==> src/rtl/x3q16_spi_mem_pkg.sv <==
// Shared constants, FSM encoding and SPI frame builder for the x3q16 serial-SRAM back-end.
package x3q16_mem_pkg;

  localparam logic [7:0] SPI_CMD_READ  = 8'h03;
  localparam logic [7:0] SPI_CMD_WRITE = 8'h02;
  localparam int         FRAME_BITS    = 40;
  localparam int         DATA_BITS     = 16;

  typedef enum logic [1:0] {
    ST_IDLE,
    ST_SHIFT,
    ST_DONE,
    ST_GUARD
  } mem_state_e;

  // Command byte, 16-bit byte address (word address * 2), then data; reads shift zeros.
  function automatic logic [FRAME_BITS-1:0] build_frame(
    input logic                 is_write,
    input logic [14:0]          word_addr,
    input logic [DATA_BITS-1:0] data
  );
    build_frame = {is_write ? SPI_CMD_WRITE : SPI_CMD_READ,
                   word_addr, 1'b0,
                   is_write ? data : {DATA_BITS{1'b0}}};
  endfunction

endpackage

==> src/rtl/x3q16_spi_mem_bit_engine.sv <==
// SPI mode-0 bit engine: SCLK divider, 40-bit MSB-first shifter and bit counter.
// start loads a frame; done is high on the cycle the last SCLK high half ends.
module spi_bit_engine
  import x3q16_mem_pkg::*;
#(
  parameter int CLK_DIV = 2
) (
  input  logic                  clk,
  input  logic                  reset,
  input  logic                  start,
  input  logic [FRAME_BITS-1:0] frame,
  input  logic                  miso,
  output logic                  sclk,
  output logic                  mosi,
  output logic [DATA_BITS-1:0]  rx_word,
  output logic                  done
);

  logic                  active;
  logic [FRAME_BITS-1:0] shreg;
  logic [7:0]            div_cnt;
  logic [5:0]            bit_cnt;
  logic                  half_end;

  assign half_end = (div_cnt == 8'(CLK_DIV - 1));
  assign done     = active && sclk && half_end && (bit_cnt == 6'(FRAME_BITS - 1));

  always_ff @(posedge clk or posedge reset) begin
    if (reset) begin
      active  <= 1'b0;
      sclk    <= 1'b0;
      mosi    <= 1'b0;
      shreg   <= '0;
      div_cnt <= 8'd0;
      bit_cnt <= 6'd0;
      rx_word <= '0;
    end else if (start) begin
      active  <= 1'b1;
      sclk    <= 1'b0;
      mosi    <= frame[FRAME_BITS-1];
      shreg   <= {frame[FRAME_BITS-2:0], 1'b0};
      div_cnt <= 8'd0;
      bit_cnt <= 6'd0;
    end else if (active) begin
      if (!half_end) begin
        div_cnt <= div_cnt + 8'd1;
      end else begin
        div_cnt <= 8'd0;
        if (!sclk) begin
          // Rising edge: MISO has been stable for the whole low half.
          sclk    <= 1'b1;
          rx_word <= {rx_word[DATA_BITS-2:0], miso};
        end else if (done) begin
          active <= 1'b0;
          sclk   <= 1'b0;
          mosi   <= 1'b0;
        end else begin
          sclk    <= 1'b0;
          mosi    <= shreg[FRAME_BITS-1];
          shreg   <= {shreg[FRAME_BITS-2:0], 1'b0};
          bit_cnt <= bit_cnt + 6'd1;
        end
      end
    end
  end

endmodule

==> src/rtl/x3q16_spi_mem.sv <==
// x3q16 memory back-end: core request pulses -> 23LC512-class SPI SRAM transactions.
// Optional memory_critical flag is built only when X3Q16_SPI_MEM_CRIT_EN is defined.
module x3q16_spi_mem
  import x3q16_mem_pkg::*;
#(
  parameter int          CLK_DIV   = 2,
  parameter int          GUARD     = 2,
  parameter logic [15:0] CRIT_ADDR = 16'hFF00
) (
  input  logic        clk,
  input  logic        reset,
  input  logic        request,
  input  logic        request_type,
  input  logic [15:0] request_address,
  input  logic [15:0] data_out,
  output logic [15:0] memory_in,
  output logic        memory_ready,
  output logic        write_complete,
  output logic        memory_critical,
  output logic        spi_sclk,
  output logic        spi_cs_n,
  output logic        spi_mosi,
  input  logic        spi_miso
);

  mem_state_e            state;
  logic                  buf_full;
  logic                  buf_type;
  logic [15:0]           buf_addr;
  logic [15:0]           buf_data;
  logic                  cur_type;
  logic [7:0]            guard_cnt;
  logic                  sel_type;
  logic [15:0]           sel_addr;
  logic [15:0]           sel_data;
  logic                  eng_start;
  logic                  eng_done;
  logic [DATA_BITS-1:0]  rx_word;
  logic [FRAME_BITS-1:0] frame;

  // A buffered request always wins over a same-cycle one, which is then dropped.
  always_comb begin
    sel_type  = buf_full ? buf_type : request_type;
    sel_addr  = buf_full ? buf_addr : request_address;
    sel_data  = buf_full ? buf_data : data_out;
    eng_start = (state == ST_IDLE) && (buf_full || request);
    frame     = build_frame(sel_type, sel_addr[14:0], sel_data);
  end

  spi_bit_engine #(.CLK_DIV(CLK_DIV)) u_engine (
    .clk     (clk),
    .reset   (reset),
    .start   (eng_start),
    .frame   (frame),
    .miso    (spi_miso),
    .sclk    (spi_sclk),
    .mosi    (spi_mosi),
    .rx_word (rx_word),
    .done    (eng_done)
  );

  always_ff @(posedge clk or posedge reset) begin
    if (reset) begin
      state          <= ST_IDLE;
      buf_full       <= 1'b0;
      buf_type       <= 1'b0;
      buf_addr       <= 16'h0;
      buf_data       <= 16'h0;
      cur_type       <= 1'b0;
      guard_cnt      <= 8'd0;
      memory_in      <= 16'h0;
      memory_ready   <= 1'b0;
      write_complete <= 1'b0;
      spi_cs_n       <= 1'b1;
    end else begin
      memory_ready   <= 1'b0;
      write_complete <= 1'b0;
      if (request && !buf_full && (state != ST_IDLE)) begin
        buf_full <= 1'b1;
        buf_type <= request_type;
        buf_addr <= request_address;
        buf_data <= data_out;
      end
      case (state)
        ST_IDLE: begin
          if (eng_start) begin
            spi_cs_n <= 1'b0;
            cur_type <= sel_type;
            buf_full <= 1'b0;
            state    <= ST_SHIFT;
          end
        end
        ST_SHIFT: begin
          if (eng_done) begin
            spi_cs_n <= 1'b1;
            state    <= ST_DONE;
            if (cur_type) begin
              write_complete <= 1'b1;
            end else begin
              memory_ready <= 1'b1;
              memory_in    <= rx_word;
            end
          end
        end
        ST_DONE: begin
          guard_cnt <= 8'(GUARD - 1);
          state     <= ST_GUARD;
        end
        ST_GUARD: begin
          if (guard_cnt == 8'd0) state <= ST_IDLE;
          else                   guard_cnt <= guard_cnt - 8'd1;
        end
        default: state <= ST_IDLE;
      endcase
    end
  end

`ifdef X3Q16_SPI_MEM_CRIT_EN
  logic [15:0] cur_addr;
  logic        crit_flag;

  // Sticky until reset; bit 15 takes part in the compare even though the bus drops it.
  always_ff @(posedge clk or posedge reset) begin
    if (reset) begin
      cur_addr  <= 16'h0;
      crit_flag <= 1'b0;
    end else begin
      if (eng_start) cur_addr <= sel_addr;
      if (eng_done && cur_type && (cur_addr >= CRIT_ADDR)) crit_flag <= 1'b1;
    end
  end

  assign memory_critical = crit_flag;
`else
  logic unused_crit;
  assign unused_crit     = ^{CRIT_ADDR, sel_addr[15]};
  assign memory_critical = 1'b0;
`endif

endmodule
==> config.mk <==
export PLATFORM = sky130hd
export DESIGN_NAME = x3q16_spi_mem
export DESIGN_NICKNAME = d
export VERILOG_FILES = /design/src/rtl/x3q16_spi_mem_pkg.sv /design/src/rtl/x3q16_spi_mem_bit_engine.sv /design/src/rtl/x3q16_spi_mem.sv
export SDC_FILE = /design/constraint.sdc
export NUM_CORES = 1
export LEC_CHECK = 0
export CELL_PAD_IN_SITES_DETAIL_PLACEMENT = 1
export CELL_PAD_IN_SITES_GLOBAL_PLACEMENT = 1
export CORE_MARGIN = 5
export CORE_UTILIZATION = 30
export DETAILED_ROUTE_END_ITERATION = 8
export PLACE_DENSITY_LB_ADDON = 0.1
export SYNTH_ARGS = -nofsm -noshare
export SYNTH_HDL_FRONTEND = slang
export SYNTH_SLANG_ARGS = --single-unit
==> constraint.sdc <==
create_clock -name clk -period 9.1 [get_ports clk]
set_clock_uncertainty 0.2 [all_clocks]
set_input_delay 1.82 -clock clk [delete_from_list [all_inputs] [get_ports clk]]
set_output_delay 1.82 -clock clk [all_outputs]
set_load 0.03 [all_outputs]
==> run_results.csv <==
group,metric,value,unit
die,start_util,30.24,%
setup_path,cp-start-kind,"primary input",
routing,via_per_inst,4.852,
grt,grt_pass1_wl,23490,microns
routing,drt-total-wl,13650,microns
clock_tree,cts_root_buffer,"clkbuf_16",
grt,antenna_found_initial,0,
placement,gp_congestion,0.7151,
routing,ant_nets,0,
min_path,hold_path.class,"reg2reg",
grt,track_usage,11.97,%
clock_tree,numCtsBuffers,17,
die,ios,59,
placement,dpl.hpwl,8654,microns
grt,grt_max_degree,74,
setup_path,worst_setup_path_end_kind,"flop",
clock_tree,htree_levels,4,
die,rows,53,
status,status,"complete, no violations",
yosys,yosys.cell_types.count,57,
yosys,syn_area_per_cell,11.94,sq um
yosys,yosysSeqAreaShare,53.51,%
routing,drt_iter0_markers,205,
yosys,synth_commonest_cells,"dfrtp_1, mux2_2, nor2_1, mux2i_1, nand2_1",
yosys,synthTopCellsByArea,"dfrtp_1, mux2_2, mux2i_1",
grt,grt_pass1_vias,4536,
die,die_height,155.1,microns
placement,place_inst,829,
clock_tree,path_clk_slew,0.07,ns
timing,fmax,241.1,MHz
die,die_w,155.1,microns
placement,io_buffers,56,
setup_path,cp.required,9.20,ns
yosys,synth_ff_type,"dfrtp_1",
yosys,synth-edff-count,0,
setup_path,crit_type,"in2reg",
routing,avgRoutedWirePerCell,15.86,microns
yosys,syn_inst,529,
timing,final-max-slew-violation-count,0,
cells_and_area,antenna_cells,0,
timing,slew-limit-headroom,30.03,%
job,drv_cap,0,
grt,grt-ovfl-total,0,
yosys,yosysMostFrequentCell,"dfrtp_1",
die,core_area,0.02089,sq mm
setup_path,critPathArrivalTime,4.25,ns
timing,final.min_clock_period,4.147,ns
yosys,syn_area,0.006316,sq mm
clock_tree,cts_tree,"done",
cells_and_area,fin_nets,620,
power,peakVddDrop,118.6,uV
yosys,yosys.area.top_type_share,53.09,%
clock_tree,insertion_delay,0.41,ns
routing,dr_total_vias,4178,
power,power_density,177.3,mW/mm^2
power,power_leakage,3.369,nW
cells_and_area,instances_no_fill,861,
yosys,syn-num-nets,576,
timing,rsz0062_at_grt,"false",
timing,tns,0,ns
timing,finalSetupViolations,0,
routing,first_pass_iters,4,
timing,worst_pin_slew,1.047,ns
clock_tree,postCtsSetupBuffers,0,
yosys,synth-seq-cells,135,
clock_tree,cts_resized,0,
setup_path,critPathMaxFanout,44,
cells_and_area,area_growth,21.67,%
yosys,yosys.area.top_type,"dfrtp_1",
timing,period_share,45.57,%
routing,drcViolationCount,0,
yosys,yosysWarnings,0,
timing,hold_viol,0,
yosys,synthArstFlopShare,100.0,%
clock_tree,cts_sinks,135,
clock_tree,cts_max_path_buffers,2,
cells_and_area,drive_gt1_share,20.82,%
die,dieArea,0.02406,sq mm
clock_tree,holdBufCountCts,0,
==> final timing paths <==
| check | end | depth (start not counted) | slack [ns] | from |
|---|---|---|---|---|
| hold / removal | guard_cnt[6] | 1 | 0.27 | guard_cnt[6] |
| min in group asynchronous | memory_in[0] | 2 | 1.67 | reset |
| max in group asynchronous | buf_full | 3 | 5.59 | reset |
| hold reg to reg | guard_cnt[6] | 1 | 0.27 | guard_cnt[6] |
| setup reg to reg | u_engine.rx_word[13] | 4 | 5.95 | buf_full |
| setup / recovery | u_engine.rx_word[13] | 5 | 4.95 | request |
==> area by class of cell <==
class	count	area [sq um]
Clock inverter	15	157.7
Fill cell	2241	13200
Clock buffer	17	425.4
Tap cell	275	344.1
Multi-Input combinational cell	347	2736
Sequential cell	135	3381
Timing Repair Buffer	60	590.6
Inverter	12	50.05
==> flip-flops by register name (all words and copies together) (netlist names), 2 cells and up <==
register	cells
memory_in	16
state	2
u_engine.div_cnt	8
u_engine.bit_cnt	6
buf_addr	15
guard_cnt	8
u_engine.shreg	39
buf_data	16
u_engine.rx_word	16
==> power by group <==
part / switching, W / leakage (nW) / internal, W / total (W)
Sequential: 0.00000784 / 1.69 / 0.000617 / 0.000625
Combinational: 0.0000244 / 1.40 / 0.0000313 / 0.0000558
Clock: 0.000294 / 0.275 / 0.000388 / 0.000682
==> stage by stage <==
step                      setup WS, ns  hold WS [ns]  total power (W)  cell area [sq um]  util, %
after floorplan                  3.471        0.2394        0.0006660               6316        -
after CTS                        4.918        0.2768         0.001391               7685    36.79
after detailed placement         4.453        0.2676        0.0006942               7102    34.00
after global routing             4.846        0.2958         0.001424               7685    36.79
final                            4.953        0.2689         0.001362               7685    36.79
after global placement           4.482        0.2625        0.0006911               7102    34.00
==> routing by layer <==
layer / up-vias / part of all wire, % / GRT usage, % / routed length, microns
met2: 39 / 48 / 19.42 / 6620
met5: - / 0 / 0 / 0
li1: 2018 / - / - / -
met4: 0 / 0.83 / 3.490 / 114
met3: 9 / 2.6 / 3.032 / 354
met1: 2112 / 48 / 15.86 / 6566
==> cell usage in the layout (no fill, tap or decap), types with 9 or more instances in the layout <==
cell	synthesis	layout
dfrtp_1	134	133
mux2_2	56	56
clkdlybuf4s50_1	0	56
nor2_1	36	35
nand2_1	28	28
mux2i_1	28	28
nand3_1	21	21
a211oi_1	18	18
clkbuf_16	0	17
nor3_1	16	16
o221ai_1	14	14
a2111oi_0	13	13
a21oi_1	12	12
o21ai_0	12	12
inv_1	12	11
mux2_4	10	10
and2_1	10	10
ha_1	10	10
nor2b_1	9	9
==> worst max-delay path: stages <==
cell	delay [ns]
clkdlybuf4s50_1	0.63
o21a_1	0.17
buf_4	0.41
or3_1	0.78
mux2_2	0.42
==> cell families (layout without fill, tap and decap cells) <==
logic type	after synthesis	count (layout)	synth area share [%]
AND/OR/NAND/NOR	149	149	12.92
flip-flops	135	135	53.51
multiplexers	95	95	16.98
AO/OA/AOI/OAI	85	85	10.12
buffers and inverters	47	104	3.467
adder cells (fa/ha/maj)	10	10	1.981
XOR/XNOR	7	7	0.9707
other	1	1	0.05937
(Power assumes the default switching activity.)
==> RTL edit: new RTL, same flow settings <==
The 4 states of `mem_state_e` get a one-hot encoding in 4 bits.
--- a/src/rtl/x3q16_spi_mem_pkg.sv
+++ b/src/rtl/x3q16_spi_mem_pkg.sv
@@ -6,11 +6,11 @@
   localparam int         FRAME_BITS    = 40;
   localparam int         DATA_BITS     = 16;
 
-  typedef enum logic [1:0] {
-    ST_IDLE,
-    ST_SHIFT,
-    ST_DONE,
-    ST_GUARD
+  typedef enum logic [3:0] {
+    ST_IDLE  = 4'b0001,
+    ST_SHIFT = 4'b0010,
+    ST_DONE  = 4'b0100,
+    ST_GUARD = 4'b1000
   } mem_state_e;
 
   // Command byte, 16-bit byte address (word address * 2), then data; reads shift zeros.
Check against the original RTL: same outputs for any inputs over 10 cycles, from zero or initial values and one cycle with reset high; not proved beyond that.
==> RTL edit against the original RTL <==
Utilization is 0.43 points higher; register-to-register slack gained 0.17 ns; area after synthesis up 0.24%; global-route usage up 1.6 points; sequential cell count is 2 higher; design area up 1.2%; setup slack worse by 0.021 ns; wire length is 13% higher; largest cell class unchanged.
Power is not compared: it rests on default switching activity, and its combinational part moved more than twofold at a synthesized area within 25%.
==> RTL edit: results (changes against the original RTL) <==
Place
  • HPWL after DPL: 9.49 mm (+9.6%)
  • Placed cell areas: 0.00717 mm2 (+0.95%)
  • Dpl ws: 4.47 ns (+0.0138 ns)
  • RePlAce Congestion: 0.718 (+0.42%)

Min path
  • Hold Path Sink: u_engine.rx_word[15]$_DFFE_PP0P_
  • HP Start: u_engine.rx_word[15]$_DFFE_PP0P_

Route
  • Drt total wl: 15.4 mm (+13%)
  • M1 WL: 7.22 mm (+9.9%)
  • Met3 WL: 395 um (+12%)
  • Starting DRC count in detailed routing: 185 (-9.8%)

Logic synthesis
  • Ys flop type: dfrtp_1
  • Synthesized net count: 574 (-0.35%)
  • Synth unique cells: 58 (+1.8%)
  • Synth top cells by count: dfrtp_1, mux2_2, nand2_1
  • Synth area leaders: dfrtp_1, mux2_2, mux2i_1, o211ai_1, o221ai_1
  • Syn Inst Count: 532 (+0.57%)
  • Mapped cell area: 0.00633 mm2 (+0.24%)
  • Register area share after synthesis: 54.2% (+0.68 points)

STA
  • Final period utilization: 45.8% (+0.23 points)
  • Slew margin rel.: 37.1% (+7.1 points)
  • Worst Hold Margin: 0.294 ns (+0.0252 ns)

Cells and area
  • Layout cells sized above 1: 20.9% (+0.092 points)
  • Signal buf overhead: 8.18% (+0.49 points)
  • Clock-cell share: 7.79% (+0.20 points)
  • Nets: 622 (+0.32%)
  • Multi-In Gates: 349 (+0.58%)
  • Multi-input logic area: 0.00272 mm2 (-0.64%)
  • Layout area overhead: 22.8%
  • Cell Count, Final, Fillers Out: 868 (+0.81%)
  • Fraction of area in registers: 44.1% (+0.15 points)
  • FF+latch count: 137 (+1.5%)
  • Number of non-clock inverters in the layout: 9 (-3)
  • # fillers: 2221 (-0.89%)
  • Buffers, non-clock: 66 (+10%)

Setup path
  • Start point of the critical path: request
  • FF-to-FF setup slack: 6.12 ns (+0.17 ns)
  • CP max-delay cell: nand4b_2
  • Worst-path maximum fanout: 69 (+57%)
  • Worst path arrival time: 4.27 ns (+0.02 ns)
  • Max stage delay on crit path: 0.61 ns (-0.17 ns)
  • R2R cell count: 5 (+1)
  • Worst Setup EP: u_engine.rx_word[0]$_DFFE_PP0P_
  • FF-to-FF Start: buf_full$_DFF_PP0_
  • Reg-to-Reg End: u_engine.rx_word[0]$_DFFE_PP0P_

Clock network
  • Post-CTS Resized: 0 (unchanged)
  • Clk_lat worst skew: between 0.4 and 0.5 ns

Global route
  • First-pass GRT wire length: 26.3 mm (+12%)
  • Total global routing track utilization: 13.6% (+1.6 points)
  • M1 GR Usage: 18.4% (+2.5 points)
  • M3 GR Usage: 2.92% (-0.11 points)
  • Vias in the first global route: 4940 (+8.9%)
  • Largest net degree at the start of global routing: 70 (-5.4%)
  • Grt met2 use: 22.1% (+2.7 points)

Run status
  • Status: completed
==> RTL edit: critical path, delay by kind of cell <==
kind,cells,cell delay (ns)
and+or+nand+nor,1,0.61
AOI/OAI and AO/OA,1,0.18
muxes,1,0.50
buffers and inverters,2,1.09
==> RTL edit: cells by family (layout without fill, tap and decap cells) <==
group           Yosys count  after routing  synth area share (%)
other cells               1              1                0.0592
buf+inv                  46            107                  3.22
fa+ha+maj                 5              5                 0.988
mux                      91             91                  16.3
simple gates            143            143                  13.3
compound gates          107            107                  11.7
flops                   137            137                  54.2
xor+xnor                  2              2                 0.277
==> RTL edit: power by group through the flow <==
| stage | Sequential [uW] | Clock, uW | Combinational (uW) |
|---|---|---|---|
| 3_3_place_gp | 915 | 0 | 704 |
| 4_1_cts | 914 | 735 | 734 |
| 3_5_place_dp | 924 | 0 | 731 |
| 5_1_grt | 939 | 764 | 805 |
| 6_report | 912 | 711 | 714 |
| 2_1_floorplan | 892 | 0 | 552 |
